<file path="config.mk">
export PLATFORM = sky130hd
export DESIGN_NAME = nibble_serial_adder_ctrl_flat
export DESIGN_NICKNAME = d
export VERILOG_FILES = /design/src/rtl/nibble_serial_adder_ctrl_if.sv /design/src/rtl/nibble_serial_adder_ctrl.sv /design/src/flat_wrapper.sv
export SDC_FILE = /design/constraint.sdc
export NUM_CORES = 1
export LEC_CHECK = 0
export ABC_AREA = 1
export BUFFER_PORTS_ARGS = -buffer_cell sky130_fd_sc_hd__buf_4
export CAP_MARGIN = 20
export CORE_MARGIN = 3
export CORE_UTILIZATION = 25
export CTS_CLUSTER_DIAMETER = 80
export DETAILED_ROUTE_END_ITERATION = 8
export GPL_ROUTABILITY_DRIVEN = 0
export PLACE_DENSITY = 0.5
export SYNTH_ARGS = -nofsm -noshare
export SYNTH_HDL_FRONTEND = slang
export SYNTH_SLANG_ARGS = --single-unit
</file>
<file path="constraint.sdc">
create_clock -name clk -period 2.9 [get_ports clk]
set_clock_uncertainty 0.15 [all_clocks]
set_input_delay 0.145 -clock clk [delete_from_list [all_inputs] [get_ports clk]]
set_output_delay 0.145 -clock clk [all_outputs]
set_load 0.005 [all_outputs]
</file>
<file path="src/rtl/nibble_serial_adder_ctrl_if.sv">
// Start/busy/done handshake and operand/result bus for the nibble-serial adder.
// The sequencer sits on the slave side; the requester drives the master side.
interface nibble_serial_adder_ctrl_if #(
  parameter int NIBBLES = 4
);
  localparam int W = 4 * NIBBLES;

  logic         start;
  logic         sub;
  logic [W-1:0] a;
  logic [W-1:0] b;
  logic         busy;
  logic         done;
  logic [W-1:0] sum;
  logic         c_out;
  logic         overflow;

  modport master (
    output start, sub, a, b,
    input  busy, done, sum, c_out, overflow
  );

  modport slave (
    input  start, sub, a, b,
    output busy, done, sum, c_out, overflow
  );
endinterface

</file>
<file path="src/rtl/nibble_serial_adder_ctrl.sv">
// W-bit add/subtract built from one 4-bit adder reused over NIBBLES cycles,
// LSB nibble first, with the carry held in a register between nibbles.

// Four chained full-adder slices.
module FourBitAdder (
  input  logic [3:0] A,
  input  logic [3:0] B,
  input  logic       C_in,
  output logic [3:0] S,
  output logic       C_out
);
  logic [4:0] c;

  assign c[0] = C_in;

  for (genvar i = 0; i < 4; i++) begin : g_fa
    assign S[i]   = A[i] ^ B[i] ^ c[i];
    assign c[i+1] = (A[i] & B[i]) | (c[i] & (A[i] ^ B[i]));
  end

  assign C_out = c[4];
endmodule

module nibble_serial_adder_ctrl #(
  parameter int NIBBLES = 4
) (
  input logic                      clk,
  input logic                      rst_n,
  nibble_serial_adder_ctrl_if.slave bus
);
  localparam int IW = (NIBBLES > 1) ? $clog2(NIBBLES) : 1;

  typedef enum logic [1:0] {
    IDLE = 2'd0,
    RUN  = 2'd1,
    DONE = 2'd2
  } state_t;

  state_t                 state_q;
  logic [NIBBLES-1:0][3:0] a_q;
  logic [NIBBLES-1:0][3:0] b_q;
  logic [NIBBLES-1:0][3:0] sum_q;
  logic                   carry_q;
  logic [IW-1:0]          idx_q;
  logic                   busy_q;
  logic                   done_q;
  logic                   c_out_q;
  logic                   ovf_q;

  logic [3:0] fa_a;
  logic [3:0] fa_b;
  logic [3:0] fa_s;
  logic       fa_co;
  logic       last_nib;

  assign fa_a     = a_q[idx_q];
  assign fa_b     = b_q[idx_q];
  assign last_nib = (idx_q == IW'(NIBBLES - 1));

  FourBitAdder u_fa (
    .A    (fa_a),
    .B    (fa_b),
    .C_in (carry_q),
    .S    (fa_s),
    .C_out(fa_co)
  );

  always_ff @(posedge clk or negedge rst_n) begin
    if (!rst_n) begin
      state_q <= IDLE;
      a_q     <= '0;
      b_q     <= '0;
      sum_q   <= '0;
      carry_q <= 1'b0;
      idx_q   <= '0;
      busy_q  <= 1'b0;
      done_q  <= 1'b0;
      c_out_q <= 1'b0;
      ovf_q   <= 1'b0;
    end else begin
      case (state_q)
        IDLE, DONE: begin
          done_q <= 1'b0;
          if (bus.start) begin
            // Subtract as a + ~b + 1: invert b once here, seed the carry with 1.
            a_q     <= bus.a;
            b_q     <= bus.sub ? ~bus.b : bus.b;
            carry_q <= bus.sub;
            idx_q   <= '0;
            sum_q   <= '0;
            c_out_q <= 1'b0;
            ovf_q   <= 1'b0;
            busy_q  <= 1'b1;
            state_q <= RUN;
          end else begin
            busy_q  <= 1'b0;
            state_q <= IDLE;
          end
        end
        RUN: begin
          sum_q[idx_q] <= fa_s;
          carry_q      <= fa_co;
          idx_q        <= idx_q + IW'(1);
          if (last_nib) begin
            // Signed overflow: operands agree in sign but the result does not.
            c_out_q <= fa_co;
            ovf_q   <= (fa_a[3] == fa_b[3]) & (fa_s[3] != fa_a[3]);
            busy_q  <= 1'b0;
            done_q  <= 1'b1;
            state_q <= DONE;
          end
        end
        default: begin
          busy_q  <= 1'b0;
          done_q  <= 1'b0;
          state_q <= IDLE;
        end
      endcase
    end
  end

  assign bus.busy     = busy_q;
  assign bus.done     = done_q;
  assign bus.sum      = sum_q;
  assign bus.c_out    = c_out_q;
  assign bus.overflow = ovf_q;
endmodule

</file>
<file path="src/flat_wrapper.sv">
// flat-port wrapper written by rule: the top's interface ports become plain ports
module nibble_serial_adder_ctrl_flat 
#(
  parameter int NIBBLES = 4
)
  (clk, rst_n, bus_start, bus_sub, bus_a, bus_b, bus_busy, bus_done, bus_sum, bus_c_out, bus_overflow);
  nibble_serial_adder_ctrl_if #(.NIBBLES(NIBBLES)) bus_i ();
  input logic clk;
  input logic rst_n;
  input wire logic [$bits(bus_i.start)-1:0] bus_start;
  input wire logic [$bits(bus_i.sub)-1:0] bus_sub;
  input wire logic [$bits(bus_i.a)-1:0] bus_a;
  input wire logic [$bits(bus_i.b)-1:0] bus_b;
  output wire logic [$bits(bus_i.busy)-1:0] bus_busy;
  output wire logic [$bits(bus_i.done)-1:0] bus_done;
  output wire logic [$bits(bus_i.sum)-1:0] bus_sum;
  output wire logic [$bits(bus_i.c_out)-1:0] bus_c_out;
  output wire logic [$bits(bus_i.overflow)-1:0] bus_overflow;
  assign bus_i.start = bus_start;
  assign bus_i.sub = bus_sub;
  assign bus_i.a = bus_a;
  assign bus_i.b = bus_b;
  assign bus_busy = bus_i.busy;
  assign bus_done = bus_i.done;
  assign bus_sum = bus_i.sum;
  assign bus_c_out = bus_i.c_out;
  assign bus_overflow = bus_i.overflow;
  nibble_serial_adder_ctrl #(.NIBBLES(NIBBLES)) u_core (.clk(clk), .rst_n(rst_n), .bus(bus_i));
endmodule
</file>
---- Yosys cells after proc, flatten, opt, wreduce, memory -nomap -nowiden ----
Index checks and enable logic that the tools add are counted.
cells by class
  add/subtract/negate cells ............... 1
  $lt $le $gt $ge ......................... 2
  equality and inequality tests ........... 7
  muxes and demuxes ....................... 27
  bitwise gates (word level) .............. 22
  reduce and logical (&&, ||, !) cells .... 7
operator list
  operator             number
  $mux 16              2
  $pmux 16 s2          1
  $bmux 4 s2           2
  $bwmux 16            1
  $not 16->16          1
  $mux 4               3
  $and 1x1->1          9
  $mux 1               9
  $demux 4 s2          1
  $pmux 1 s2           4
  $pmux 2 s2           2
  $xor 1x1->1          8
  $eq 2x2->1 const B   2
  $mux 2               2
  $or 1x1->1           4
  $reduce_and 2->1     2
  $lt 2x3->1 const B   1
  $reduce_and 3->1     1
  $add 2x1->2 const B  1
  $eq 2x1->1 const B   1
  $ge 2x1->1 const B   1
  $logic_not 2->1      1
  $ne 2x1->1 const B   1
  $ne 2x2->1 const B   1
  5 further kinds      5
storage, ports and cells
  register bits after elaboration ......... 57
  output and inout bits ................... 20

---- Depth between registers and ports, before layout ----
  depth in word-level cells ............... 14
  depth in mapped cells ................... 15
  gate-level depth less buffers ........... 14

---- By module ----
From an unflattened synthesis, not the netlist that was laid out.
second synthesis, totals
  cells, all modules ...................... 304
  area total of the unflattened synthesis .. 2796.4 sq um
modules (own cells, without submodules)
  module                    times used  cells an instance  area an instance (sq um)  sequential area each (sq um)
  nibble_serial_adder_ctrl  1           290                2678.8                    1401.3
  FourBitAdder              1           14                 117.6                     0.0

---- Worst setup path before layout ----
OpenSTA, ideal clock, no wires.
  kind .................................... reg2reg
  from .................................... reg u_core.idx_q[0]
  to ...................................... reg u_core.ovf_q, in the netlist u_core.bus.overflow
  arrival time ............................ 2.693 ns
  data required time ...................... 2.633 ns
  path slack .............................. -0.060 ns
  cell stages (with the launch flop) ...... 16
  cells stage by stage .................... dfrtp_1 > buf_2 > buf_4 > a21oi_1 > a32o_1 > fa_1 > inv_1 > fa_1 > inv_1 > fa_1 > inv_1 > fa_1 > inv_1 > nand2_1 > nand3_1 > nand2_1
on the way
  cells in the longest elaborated chain, start to end .. 14
ends and longest elaborated chain
  item                           line                                                            source
  start: declaration             nibble_serial_adder_ctrl.sv:44                                  logic [IW-1:0] idx_q;
  start signal: assignment       nibble_serial_adder_ctrl.sv:103                                 idx_q <= idx_q + IW'(1);
  $bmux 4 s2 (on tied branches)  nibble_serial_adder_ctrl.sv:56, nibble_serial_adder_ctrl.sv:57
  $mux 4 (on tied branches)      nibble_serial_adder_ctrl.sv:56, nibble_serial_adder_ctrl.sv:57
  $xor 1x1->1                    nibble_serial_adder_ctrl.sv:18                                  assign c[i+1] = (A[i] & B[i]) | (c[i] & (A[i] ^ B[i]));
  $and 1x1->1                    nibble_serial_adder_ctrl.sv:18
  $or 1x1->1                     nibble_serial_adder_ctrl.sv:18
  $and 1x1->1                    nibble_serial_adder_ctrl.sv:18
  $or 1x1->1                     nibble_serial_adder_ctrl.sv:18
  $and 1x1->1                    nibble_serial_adder_ctrl.sv:18
  $or 1x1->1                     nibble_serial_adder_ctrl.sv:18
  $xor 1x1->1                    nibble_serial_adder_ctrl.sv:17                                  assign S[i] = A[i] ^ B[i] ^ c[i];
  $ne 1x1->1                     nibble_serial_adder_ctrl.sv:107                                 ovf_q <= (fa_a[3] == fa_b[3]) & (fa_s[3] != fa_a[3]);
  $and 1x1->1                    nibble_serial_adder_ctrl.sv:107
  $mux 1                         nibble_serial_adder_ctrl.sv:104                                 if (last_nib) begin
  $pmux 1 s2                     nibble_serial_adder_ctrl.sv:81                                  case (state_q)
  end signal: assignment         nibble_serial_adder_ctrl.sv:107
  end: declaration               nibble_serial_adder_ctrl.sv:48                                  logic ovf_q;
Parallel ways exist; a longest one is shown, timed or not. The select of a mux whose other input is x is not followed.
A chain may end at the register's enable or synchronous reset.

---- Final worst setup path ----
  from .................................... reg u_core.idx_q[0]
  to ...................................... reg u_core.sum_q, in the netlist u_core.bus.sum[3]
on the way
  cells in the longest elaborated chain, start to end .. 12
ends and longest elaborated chain
  item                            line                                                            source
  $bmux 4 s2 (on tied branches)   nibble_serial_adder_ctrl.sv:56, nibble_serial_adder_ctrl.sv:57
  $mux 4 (on tied branches)       nibble_serial_adder_ctrl.sv:56, nibble_serial_adder_ctrl.sv:57
  $xor 1x1->1                     nibble_serial_adder_ctrl.sv:18
  $and 1x1->1                     nibble_serial_adder_ctrl.sv:18
  $or 1x1->1                      nibble_serial_adder_ctrl.sv:18
  $and 1x1->1                     nibble_serial_adder_ctrl.sv:18
  $or 1x1->1                      nibble_serial_adder_ctrl.sv:18
  $and 1x1->1                     nibble_serial_adder_ctrl.sv:18
  $or 1x1->1                      nibble_serial_adder_ctrl.sv:18
  $xor 1x1->1                     nibble_serial_adder_ctrl.sv:17
  $bwmux 16 *                     nibble_serial_adder_ctrl.sv:101                                 sum_q[idx_q] <= fa_s;
  $pmux 16 s2 *                   nibble_serial_adder_ctrl.sv:81
  end signal: indexed assignment  nibble_serial_adder_ctrl.sv:101
  end: declaration                nibble_serial_adder_ctrl.sv:42                                  logic [NIBBLES-1:0][3:0] sum_q;
Every way passes the cells marked *; elsewhere a longest branch is shown, timed or not. The select of a mux whose other input is x is not followed.

==> reports/metrics.yaml <==
timing:
  worstMarginPinSlew_ns: 0.810
  fin_crit_ns: 2.86
  slew_headroom_pct: 45.8
  fin_crit_sh_pct: 98.8
  setup_violations: 0
  hold_viol: 0
  max_clock_freq_mhz: 349
  rsz0062_at_grt: "yes"
  slew_violations: 0
detailed_routing:
  drt_iter0_markers: 74
  drc: 0
  viasPerCell: 4.28
  wire_per_inst_um: 12.8
  ant_nets: 0
  wirelength_mm: 6.65
  vias: 2218
  firstDrtPassIters: 4
global_route:
  grt-ovfl-total: 0
  grt_pass1_wl_mm: 11.1
  globalRouteTotalUtil_pct: 12.1
  grt_most_used_layer: "met2"
  met2_usage_pct: 18.9
  grt_start_max_net_pins: 56
  antenna_found_initial: 0
  first_global_vias: 2265
  grt.met1_usage_pct: 16.9
  grt_use_met3_pct: 2.45
setup_path:
  critical_path_class: "register to register"
  crit_arrival_ns: 2.92
  path_max_fanout: 7
  worstPathRequired_ns: 2.95
  critPathLaunchType: "register"
  cp-end-kind: "register"
job:
  max_cap_viol_count: 0
floorplan:
  initial_utilization_pct: 26.3
  die_x_um: 108
  die_h_um: 108
  dieArea_um2: 11700
  std_cell_rows: 36
  ios: 56
  coreArea_um2: 9950
clock_network:
  clockBufferDepth: 2
  cts_sinks: 55
  path_clk_slew_ns: 0.10
  clk_latency_ns: 0.31
  cts_max_level: 2
  root_buffer: "clkbuf_8"
  numCtsBuffers: 5
  cts_tree: "done"
final_layout:
  fillers: 1030
  nets: 429
  n_antenna_cell: 0
  drive_above_1_share_pct: 26.2
  area_growth_pct: 42.0
  multiInputGateArea_um2: 1120
  regArea_um2: 1380
  final_core_util_pct: 37.3
synthesis:
  synth.distinct_cells: 21
  syn_nets: 333
  seq_area_frac_synth_pct: 52.6
  synth_area_um2: 2620
  synthArstFlopShare_pct: 100
  syn_area_per_cell_um2: 9.09
  synth_edf_count: 0
  synthFlopType: "dfrtp_1"
  netlist_instances: 288
  ys_warn_count: 0
  ys_ff_latch: 55
pwr:
  powerDensity_nw_per_um2: 1130
  leakagePower_nw: 1.80
  power.total_mw: 4.18
  vdd_ir_drop_max_v: 0.000559
placement:
  place_hpwl_mm: 4.65
  portBuffers: 55
outcome:
  status: "complete, no violations"
min_path:
  min_path_type: "input pin to register"
worst max-delay path: stages, from the launching register on:
cell and delay, ns:
dfrtp_2 0.48, inv_4 0.11, nand2_2 0.05, a32o_2 0.25, fa_2 0.36, inv_2 0.06, fa_2 0.18, inv_2 0.04
fa_2 0.32, inv_2 0.06, fa_1 0.44, inv_2 0.09, buf_6 0.11, o21ai_2 0.05
area by class of cell:
| cell class | count | share of cell area [%] |
|---|---|---|
| well taps | 133 | 4.48 |
| flip-flops and latches | 55 | 37.1 |
| repair buffers | 103 | 23.1 |
| multi-input cells | 204 | 30.1 |
| inverters | 15 | 1.65 |
| clock inverters | 2 | 1.62 |
| clock buffers | 6 | 1.95 |
routing by layer:
metal,wire length [um],vias to the layer above
met5,0,-
met2,3040,57
met3,388,7
li1,-,1129
met1,3140,1025
met4,81,0
power breakdown:
group          internal (mW)  leakage [nW]  switching, mW
Clock                  0.345        0.0654          0.256
Sequential              1.10         0.695          0.209
Combinational          0.993          1.04           1.28
registers in the layout, indices dropped and copies added (netlist names), 2 cells and up:
| register | cells |
|---|---|
| u_core.bus.sum | 16 |
| u_core.idx_q | 2 |
| u_core.a_q | 16 |
| u_core.b_q | 16 |
placed cells by master (no fill, tap or decap), types with 6 or more instances in the layout:
cell,netlist,final
nand2_1,100,97
buf_4,9,69
dfrtp_1,55,54
o21ai_1,35,33
dlygate4sd3_1,0,33
nand3_1,16,16
xnor2_1,16,16
inv_2,2,7
nor2_1,6,6
inv_1,11,6
worst paths after layout:
kind | cells after the start | slack (ns) | start | end
setup / recovery | 13 | 0.04 | u_core.idx_q[0] | u_core.bus.sum[3]
hold / removal | 3 | 0.11 | bus_sub | u_core.carry_q
setup reg to reg | 13 | 0.04 | u_core.idx_q[0] | u_core.bus.sum[3]
hold reg to reg | 2 | 0.34 | u_core.a_q[11] | u_core.a_q[11]
max in group asynchronous | 2 | 1.85 | rst_n | u_core.idx_q[0]
min in group asynchronous | 2 | 0.26 | rst_n | u_core.bus.sum[8]
logic make-up (layout without fill, tap and decap cells):
logic type	after synthesis	after routing	share of synthesized area [%]
AND/OR/NAND/NOR	124	124	19.0
adder cells (fa/ha/maj)	9	9	5.45
XOR/XNOR	16	16	5.35
buffers and inverters	29	126	6.12
flip-flops	55	55	52.6
AO/OA/AOI/OAI	55	55	11.5
synthesized netlist by cell type, types with 3 or more instances:
cell       n  area (um^2)
nand3_1   16         80.1
fa_1       4         80.1
inv_1     11         41.3
nor2_1     6         22.5
buf_2      4         20.0
o21ai_1   35          175
dfrtp_1   55         1380
ha_1       5         62.6
buf_4      9         67.6
a32o_1     4         40.0
nand2_1  100          375
o22ai_1    3         18.8
a21oi_1    5         25.0
xnor2_1   16          140
o21ai_0    7         35.0
per-stage QoR:
| stage | cells | cell area, um^2 | setup WS (ns) | setup TNS (ns) | hold WS (ns) |
|---|---|---|---|---|---|
| floorplan | 288 | 2620 | 0.00559 | 0 | -0.301 |
| global placement | 472 | 3180 | -0.00140 | -0.00140 | 0.0920 |
| detailed placement | 472 | 3180 | -0.103 | -0.135 | 0.0955 |
| CTS | 516 | 3670 | 0.0186 | 0 | 0.109 |
| global route | 518 | 3720 | -0.0715 | -0.246 | 0.110 |
| finish | 518 | 3720 | 0.0357 | 0 | 0.112 |
what timing repair did:
item / CTS / global route
resized for setup: 5 / 15
hold buffers: 33 / 0
pin swaps: 1 / 6
buffers inserted: 3 / 2
endpoints found under the hold margin: 87 / 0
endpoints found under the setup margin: 5 / 5
(Power assumes the default switching activity.)
